$ cat src/rtl/piso_pkg.sv
// Shared types, width helpers and reset values for the PISO transmitter.
package piso_pkg;

  // Frame FSM: waiting for a word, or shifting one out.
  typedef enum logic [0:0] {
    IDLE  = 1'b0,
    SHIFT = 1'b1
  } state_t;

  // Default geometry used when a parent does not override the parameters.
  localparam int DEF_WIDTH      = 4;
  localparam int DEF_BIT_CYCLES = 4;

  // Divider counter width: max(1, clog2(bit_cycles)).
  function automatic int div_w(input int bit_cycles);
    int w;
    w = $clog2(bit_cycles);
    if (w < 1) begin
      w = 1;
    end
    return w;
  endfunction

  // Bit counter width: wide enough to hold 0..width.
  function automatic int cnt_w(input int width);
    return $clog2(width + 1);
  endfunction

  // Widths for the default geometry.
  localparam int DIV_W = div_w(DEF_BIT_CYCLES);
  localparam int CNT_W = cnt_w(DEF_WIDTH);

  // Output values held while clr_n is asserted.
  localparam state_t RST_STATE = IDLE;
  localparam logic   RST_TICK  = 1'b0;
  localparam logic   RST_BUSY  = 1'b0;
  localparam logic   RST_DONE  = 1'b0;
  localparam logic   RST_READY = 1'b1;

endpackage

$ cat src/rtl/piso_tx_if.sv
// Word handshake between a producer (master) and the PISO transmitter (slave).
interface piso_tx_if
  import piso_pkg::*;
#(
  parameter int WIDTH = DEF_WIDTH
) ();

  logic [WIDTH-1:0] din;
  logic             din_valid;
  logic             din_ready;

  modport master (
    output din,
    output din_valid,
    input  din_ready
  );

  modport slave (
    input  din,
    input  din_valid,
    output din_ready
  );

endinterface

$ cat src/rtl/piso_tick_gen.sv
// Bit-period divider: raises a registered one-cycle tick on the last clock
// of every BIT_CYCLES-long bit period while enabled.
module piso_tick_gen
  import piso_pkg::*;
#(
  parameter int BIT_CYCLES = DEF_BIT_CYCLES
) (
  input  logic clk,
  input  logic clr_n,
  input  logic enable,
  input  logic restart,
  output logic tick
);

  localparam int                  DIV_BITS = div_w(BIT_CYCLES);
  localparam logic [DIV_BITS-1:0] DIV_LAST = DIV_BITS'(BIT_CYCLES - 1);
  localparam logic [DIV_BITS-1:0] DIV_ZERO = {DIV_BITS{1'b0}};

  logic [DIV_BITS-1:0] div_cnt_r;
  logic [DIV_BITS-1:0] div_nxt_s;
  logic                tick_r;

  // Next divider value: wrap to zero after the terminal count.
  always_comb begin
    div_nxt_s = DIV_ZERO;
    if (div_cnt_r == DIV_LAST) begin
      div_nxt_s = DIV_ZERO;
    end else begin
      div_nxt_s = div_cnt_r + DIV_BITS'(1);
    end
  end

  // Divider and tick registers; the tick is pre-computed from the next count
  // so it is high in exactly the cycle where the count sits at its terminal.
  always_ff @(posedge clk or negedge clr_n) begin
    if (!clr_n) begin
      div_cnt_r <= DIV_ZERO;
      tick_r    <= RST_TICK;
    end else if (restart) begin
      div_cnt_r <= DIV_ZERO;
      tick_r    <= (DIV_LAST == DIV_ZERO);
    end else if (enable) begin
      div_cnt_r <= div_nxt_s;
      tick_r    <= (div_nxt_s == DIV_LAST);
    end else begin
      div_cnt_r <= DIV_ZERO;
      tick_r    <= 1'b0;
    end
  end

  assign tick = tick_r;

endmodule

$ cat src/rtl/piso_tx.sv
// Parallel-in serial-out transmitter: takes a word on a valid/ready handshake
// and shifts it out MSB-first, one bit every BIT_CYCLES clocks.
module piso_tx
  import piso_pkg::*;
#(
  parameter int WIDTH      = DEF_WIDTH,
  parameter int BIT_CYCLES = DEF_BIT_CYCLES
) (
  input  logic         clk,
  input  logic         clr_n,
  piso_tx_if.slave     bus,
  output logic         so,
  output logic         bit_tick,
  output logic         busy,
  output logic         done
);

  localparam int                  CNT_BITS = cnt_w(WIDTH);
  localparam logic [CNT_BITS-1:0] LAST_BIT = CNT_BITS'(WIDTH - 1);
  localparam logic [CNT_BITS-1:0] CNT_ZERO = {CNT_BITS{1'b0}};

  state_t              state_r;
  logic [WIDTH-1:0]    shreg_r;
  logic [CNT_BITS-1:0] bit_cnt_r;
  logic                busy_r;
  logic                done_r;
  logic                ready_r;

  logic accept_s;
  logic tick_s;
  logic last_tick_s;
  logic tick_en_s;

  // Handshake and end-of-frame decode; these only feed registers.
  always_comb begin
    accept_s    = (state_r == IDLE) && bus.din_valid;
    last_tick_s = (state_r == SHIFT) && tick_s && (bit_cnt_r == LAST_BIT);
    tick_en_s   = (state_r == SHIFT) && !last_tick_s;
  end

  piso_tick_gen #(
    .BIT_CYCLES (BIT_CYCLES)
  ) u_tick_gen (
    .clk     (clk),
    .clr_n   (clr_n),
    .enable  (tick_en_s),
    .restart (accept_s),
    .tick    (tick_s)
  );

  // Frame FSM with shift register, bit counter and registered status flags.
  always_ff @(posedge clk or negedge clr_n) begin
    if (!clr_n) begin
      state_r   <= RST_STATE;
      shreg_r   <= {WIDTH{1'b0}};
      bit_cnt_r <= CNT_ZERO;
      busy_r    <= RST_BUSY;
      done_r    <= RST_DONE;
      ready_r   <= RST_READY;
    end else begin
      case (state_r)
        IDLE: begin
          done_r <= 1'b0;
          if (bus.din_valid) begin
            shreg_r   <= bus.din;
            bit_cnt_r <= CNT_ZERO;
            busy_r    <= 1'b1;
            ready_r   <= 1'b0;
            state_r   <= SHIFT;
          end else begin
            busy_r  <= 1'b0;
            ready_r <= 1'b1;
          end
        end
        SHIFT: begin
          if (tick_s) begin
            // The final shift leaves the register all-zero, so so idles low.
            shreg_r <= {shreg_r[WIDTH-2:0], 1'b0};
            if (bit_cnt_r == LAST_BIT) begin
              bit_cnt_r <= CNT_ZERO;
              busy_r    <= 1'b0;
              ready_r   <= 1'b1;
              done_r    <= 1'b1;
              state_r   <= IDLE;
            end else begin
              bit_cnt_r <= bit_cnt_r + CNT_BITS'(1);
            end
          end else begin
            shreg_r <= shreg_r;
          end
        end
        default: begin
          state_r   <= RST_STATE;
          shreg_r   <= {WIDTH{1'b0}};
          bit_cnt_r <= CNT_ZERO;
          busy_r    <= RST_BUSY;
          done_r    <= RST_DONE;
          ready_r   <= RST_READY;
        end
      endcase
    end
  end

  assign so            = shreg_r[WIDTH-1];
  assign bit_tick      = tick_s;
  assign busy          = busy_r;
  assign done          = done_r;
  assign bus.din_ready = ready_r;

endmodule

$ cat src/flat_wrapper.sv
// flat-port wrapper written by rule: the top's interface ports become plain ports
module piso_tx_flat import piso_pkg::*;
#(
  parameter int WIDTH      = DEF_WIDTH,
  parameter int BIT_CYCLES = DEF_BIT_CYCLES
)
  (clk, clr_n, so, bit_tick, busy, done, bus_din, bus_din_valid, bus_din_ready);
  piso_tx_if #(.WIDTH(WIDTH)) bus_i ();
  input  logic clk;
  input  logic clr_n;
  output logic so;
  output logic bit_tick;
  output logic busy;
  output logic done;
  input wire logic [$bits(bus_i.din)-1:0] bus_din;
  input wire logic [$bits(bus_i.din_valid)-1:0] bus_din_valid;
  output wire logic [$bits(bus_i.din_ready)-1:0] bus_din_ready;
  assign bus_i.din = bus_din;
  assign bus_i.din_valid = bus_din_valid;
  assign bus_din_ready = bus_i.din_ready;
  piso_tx #(.WIDTH(WIDTH), .BIT_CYCLES(BIT_CYCLES)) u_core (.clk(clk), .clr_n(clr_n), .bus(bus_i), .so(so), .bit_tick(bit_tick), .busy(busy), .done(done));
endmodule
$ cat config.mk
export PLATFORM = sky130hd
export DESIGN_NAME = piso_tx_flat
export DESIGN_NICKNAME = d
export VERILOG_FILES = /design/src/rtl/piso_pkg.sv /design/src/rtl/piso_tx_if.sv /design/src/rtl/piso_tick_gen.sv /design/src/rtl/piso_tx.sv /design/src/flat_wrapper.sv
export SDC_FILE = /design/constraint.sdc
export NUM_CORES = 1
export LEC_CHECK = 0
export BUFFER_PORTS_ARGS = -buffer_cell sky130_fd_sc_hd__buf_2
export CORE_AREA = 2 2 39 41
export CTS_CLUSTER_SIZE = 25
export DETAILED_ROUTE_END_ITERATION = 16
export DIE_AREA = 0 0 41 43
export GPL_TIMING_DRIVEN = 1
export PLACE_DENSITY_LB_ADDON = 0.1
export SLEW_MARGIN = 30
export SYNTH_ARGS = -nofsm -noshare
export SYNTH_HDL_FRONTEND = slang
export SYNTH_SLANG_ARGS = --single-unit
$ cat constraint.sdc
create_clock -name clk -period 1.6 [get_ports clk]
set_input_delay 0.16 -clock clk [delete_from_list [all_inputs] [get_ports clk]]
set_output_delay 0.16 -clock clk [all_outputs]
set_load 0.005 [all_outputs]
==> results.rst <==
.. list-table::
   :header-rows: 1

   * - Metric
     - Value
   * - Count of instances resized after the clock tree is built
     - 0
   * - HPWL after detailed placement
     - 773 um
   * - Max-capacitance violation count
     - 0
   * - Final setup violation count
     - 0
   * - Area of the placeable core
     - 0.00138 mm2
   * - Utilization after layout
     - approximately 54%
   * - Peak supply drop
     - 0.848 mV
   * - Pin count of the biggest net entering global routing
     - 16
   * - Die footprint
     - 0.00176 mm2
   * - Result of the run
     - complete, no violations
   * - Synth area leader
     - sky130_fd_sc_hd__dfrtp_1
   * - Proportion of layout cells with a drive suffix above 1
     - 25.0%
   * - Synthesized net count
     - 68
   * - Fin crit period
     - 1.24 ns
   * - Detail-routed via count per cell
     - 5.06
   * - Setup repair after global routing missed its margin
     - no
   * - Total Power
     - 1.39 mW
   * - Post-synthesis sequential area ratio
     - between 50% and 60%
   * - CTS clk-pin slew, worst paths
     - ~0.080 ns
   * - Number of remaining DRC errors
     - 0
   * - Critical Path End Type
     - flip-flop
   * - Number of hold violations in the final report
     - 0
   * - Worst setup path class
     - reg -> reg
   * - All-layer global routing usage
     - 15.0%
   * - WHS Endpoint
     - u_core.shreg_r[1]
   * - Required arrival time at the worst endpoint
     - around 1.8 ns
   * - Synth Area per Inst
     - 11.2 um2
   * - Area of the mapped netlist
     - approximately 650 um2
   * - Yosys warnings
     - 0
   * - Power per Cell Area
     - 1860 mW/mm2
   * - Capture point of the worst reg-to-reg path
     - u_core.bit_cnt_r[1]
   * - Share of the synthesized area in the top cell type
     - 50.0%
   * - Max Freq
     - about 800 MHz
   * - Worst path arrival time
     - between 1 and 1.5 ns
   * - Least-Margin Pin Slew
     - 0.446 ns
   * - Leak Pwr
     - 0.355 nW
   * - Most common cell after layout, fill and taps aside
     - sky130_fd_sc_hd__dfrtp_1
   * - Sinks on the clock net
     - 14
   * - Internal reg-to-reg setup slack
     - 0.36 ns
   * - Via total after detailed routing
     - 445
   * - Hold path startpoint
     - bus_din[1]
   * - Starting density of the core
     - 47.0%
   * - Post-Route WL
     - 1060 um
   * - Total number of H-tree levels
     - 1
   * - Total grt overflow
     - 0
   * - Number of violations reported at the end of detailed-routing iteration 0
     - 4
   * - Number of standard cells after synthesis
     - 58
   * - Clock buffers created by TritonCTS
     - 3
   * - Clock network latency to the later pin of the worst-skew pair
     - 0.28 ns
   * - Worst rel slew slack
     - 70.3%
   * - Final Skew
     - 0.000441 ns
   * - Antenna violations before repair
     - 0
   * - Top-Level Pins
     - 12
   * - Synth top area cells
     - sky130_fd_sc_hd__dfrtp_1 50%, sky130_fd_sc_hd__mux2i_1 6.2%, sky130_fd_sc_hd__ha_1 5.8%, sky130_fd_sc_hd__dfstp_2 4.0%, sky130_fd_sc_hd__nor2b_1 3.8%
   * - Clock Path Buffers
     - 2
   * - Reg2Reg Launch Point
     - u_core.bit_cnt_r[0]
   * - Die H
     - 43 um
   * - Commonest non-fill, non-tap cells in the layout
     - 13 x sky130_fd_sc_hd__dfrtp_1, 11 x sky130_fd_sc_hd__buf_2, 4 x sky130_fd_sc_hd__nor2_1, 4 x sky130_fd_sc_hd__mux2i_1, 4 x sky130_fd_sc_hd__nor2b_1
   * - Post-Route Hold Slack
     - 0.150 ns
   * - Final RePlAce weighted congestion
     - around 0.63
   * - Growth of design area from synthesis to finish
     - 15.0%
   * - Via count of the first global-routing pass
     - ~420
   * - Routed length per instance
     - 12.0 um
   * - Critical-path maximum fanout
     - 3
   * - Post-synthesis register bit count
     - 14
   * - Clock tree from TritonCTS
     - yes
   * - Worst hold path cell count
     - 3
   * - Period utilisation layout
     - 77.4%
   * - Number of max-slew violations in the final report
     - 0
   * - Root buffer cell
     - sky130_fd_sc_hd__clkbuf_4
   * - Die X-Extent
     - 41 um
   * - 1st-pass router iterations
     - 2
   * - Number of placement rows
     - 14
   * - Buffers inserted by post-CTS timing repair
     - 0
   * - Post-layout net count
     - 83
   * - Worst hold path type
     - in -> reg
   * - Depth of the most critical reg-to-reg path
     - 3
   * - Sum of negative setup slack
     - 0 ns
   * - Wire length of the first global-routing pass
     - 1770 um
   * - Number of distinct library cells after synthesis
     - 22
   * - Antenna cells
     - 0
   * - Antenna Violating Nets Remaining
     - 0
   * - Port-buffer cells
     - 11
   * - Worst setup SP type
     - flip-flop
power breakdown:
part / total, mW / internal, mW / leakage, nW / switching [mW]
clock: 0.209 / 0.0967 / 0.0150 / 0.113
sequential: 0.673 / 0.527 / 0.171 / 0.146
combinational: 0.510 / 0.285 / 0.169 / 0.225
how the worst max path moves through the flow:
stage | slack (ns) | from | endpoint
after floorplan | 0.42 | u_core.bit_cnt_r[0] | u_core.bit_cnt_r[1]
after global placement | 0.41 | u_core.bit_cnt_r[0] | u_core.bit_cnt_r[1]
after detailed placement | 0.39 | u_core.bit_cnt_r[0] | u_core.bit_cnt_r[1]
after CTS | 0.37 | u_core.bit_cnt_r[0] | u_core.bit_cnt_r[1]
after global routing | 0.23 | u_core.state_r | u_core.bit_cnt_r[0]
final | 0.36 | u_core.bit_cnt_r[0] | u_core.bit_cnt_r[1]
worst max-delay path, cell delays in order (launching register included):
cell and delay (ns):
sky130_fd_sc_hd__dfrtp_1 0.40, sky130_fd_sc_hd__ha_1 0.30, sky130_fd_sc_hd__mux2_4 0.25, sky130_fd_sc_hd__a22o_1 0.19
cells in the mapped netlist (all sizes together):
| cell | number |
|---|---|
| mux2 | 1 |
| a21oi | 3 |
| dfstp | 1 |
| a211oi | 3 |
| nor2 | 4 |
| nand3 | 1 |
| nand2b | 2 |
| ha | 3 |
| o21ai | 4 |
| nand2 | 3 |
| inv | 3 |
| mux2i | 4 |
| o2bb2ai | 1 |
| a22o | 1 |
| buf | 3 |
| o21a | 2 |
| nor2b | 4 |
| nor3 | 1 |
| dfrtp | 13 |
| a31oi | 1 |
metrics by stage:
step           instances  area (um2)  setup WS (ns)
4_1_cts               88         748          0.365
3_5_place_dp          83         712          0.393
2_1_floorplan         58         651          0.424
6_report              88         748          0.361
3_3_place_gp          83         712          0.414
5_1_grt               88         748          0.235
timing repair:
action	CTS	global route
hold endpoints to repair	13	0
setup endpoints to repair	0	0
hold buffers	1	0
flip-flops by register name, indices dropped and copies added, names as in the netlist:
| signal | count |
|---|---|
| u_core.shreg_r | 4 |
| u_core.bit_cnt_r | 3 |
| u_core.u_tick_gen.div_cnt_r | 2 |
| u_core.bus.din_ready | 1 |
| u_core.busy | 1 |
| u_core.done | 1 |
| u_core.state_r | 1 |
| u_core.u_tick_gen.tick | 1 |
area by class of cell:
type	count	area [um2]
fillers	132	636
clock buffers	4	26.3
multi-input cells	38	267
well taps	16	20.0
inverters	3	11.3
flip-flops and latches	14	352
repair buffers	13	72.6
cells by family (layout without fill, tap and decap cells):
group / Yosys count / after routing / synth area share, %
simple gates: 15 / 15 / 11.3
buf+inv: 6 / 20 / 5.00
fa+ha+maj: 3 / 3 / 5.77
compound gates: 15 / 15 / 15.4
mux: 5 / 5 / 8.46
flops: 14 / 14 / 54.0
metal layers:
metal	share of wire [%]	GRT usage (%)	wire length, um	up-vias
li1	-	-	-	227
met1	50	22.9	529	209
met2	45	20.3	480	7
met3	3.5	4.71	37	2
met4	1.0	4.00	11	0
met5	0	0	0	-
No activity file was read; power rests on OpenSTA's default activity.
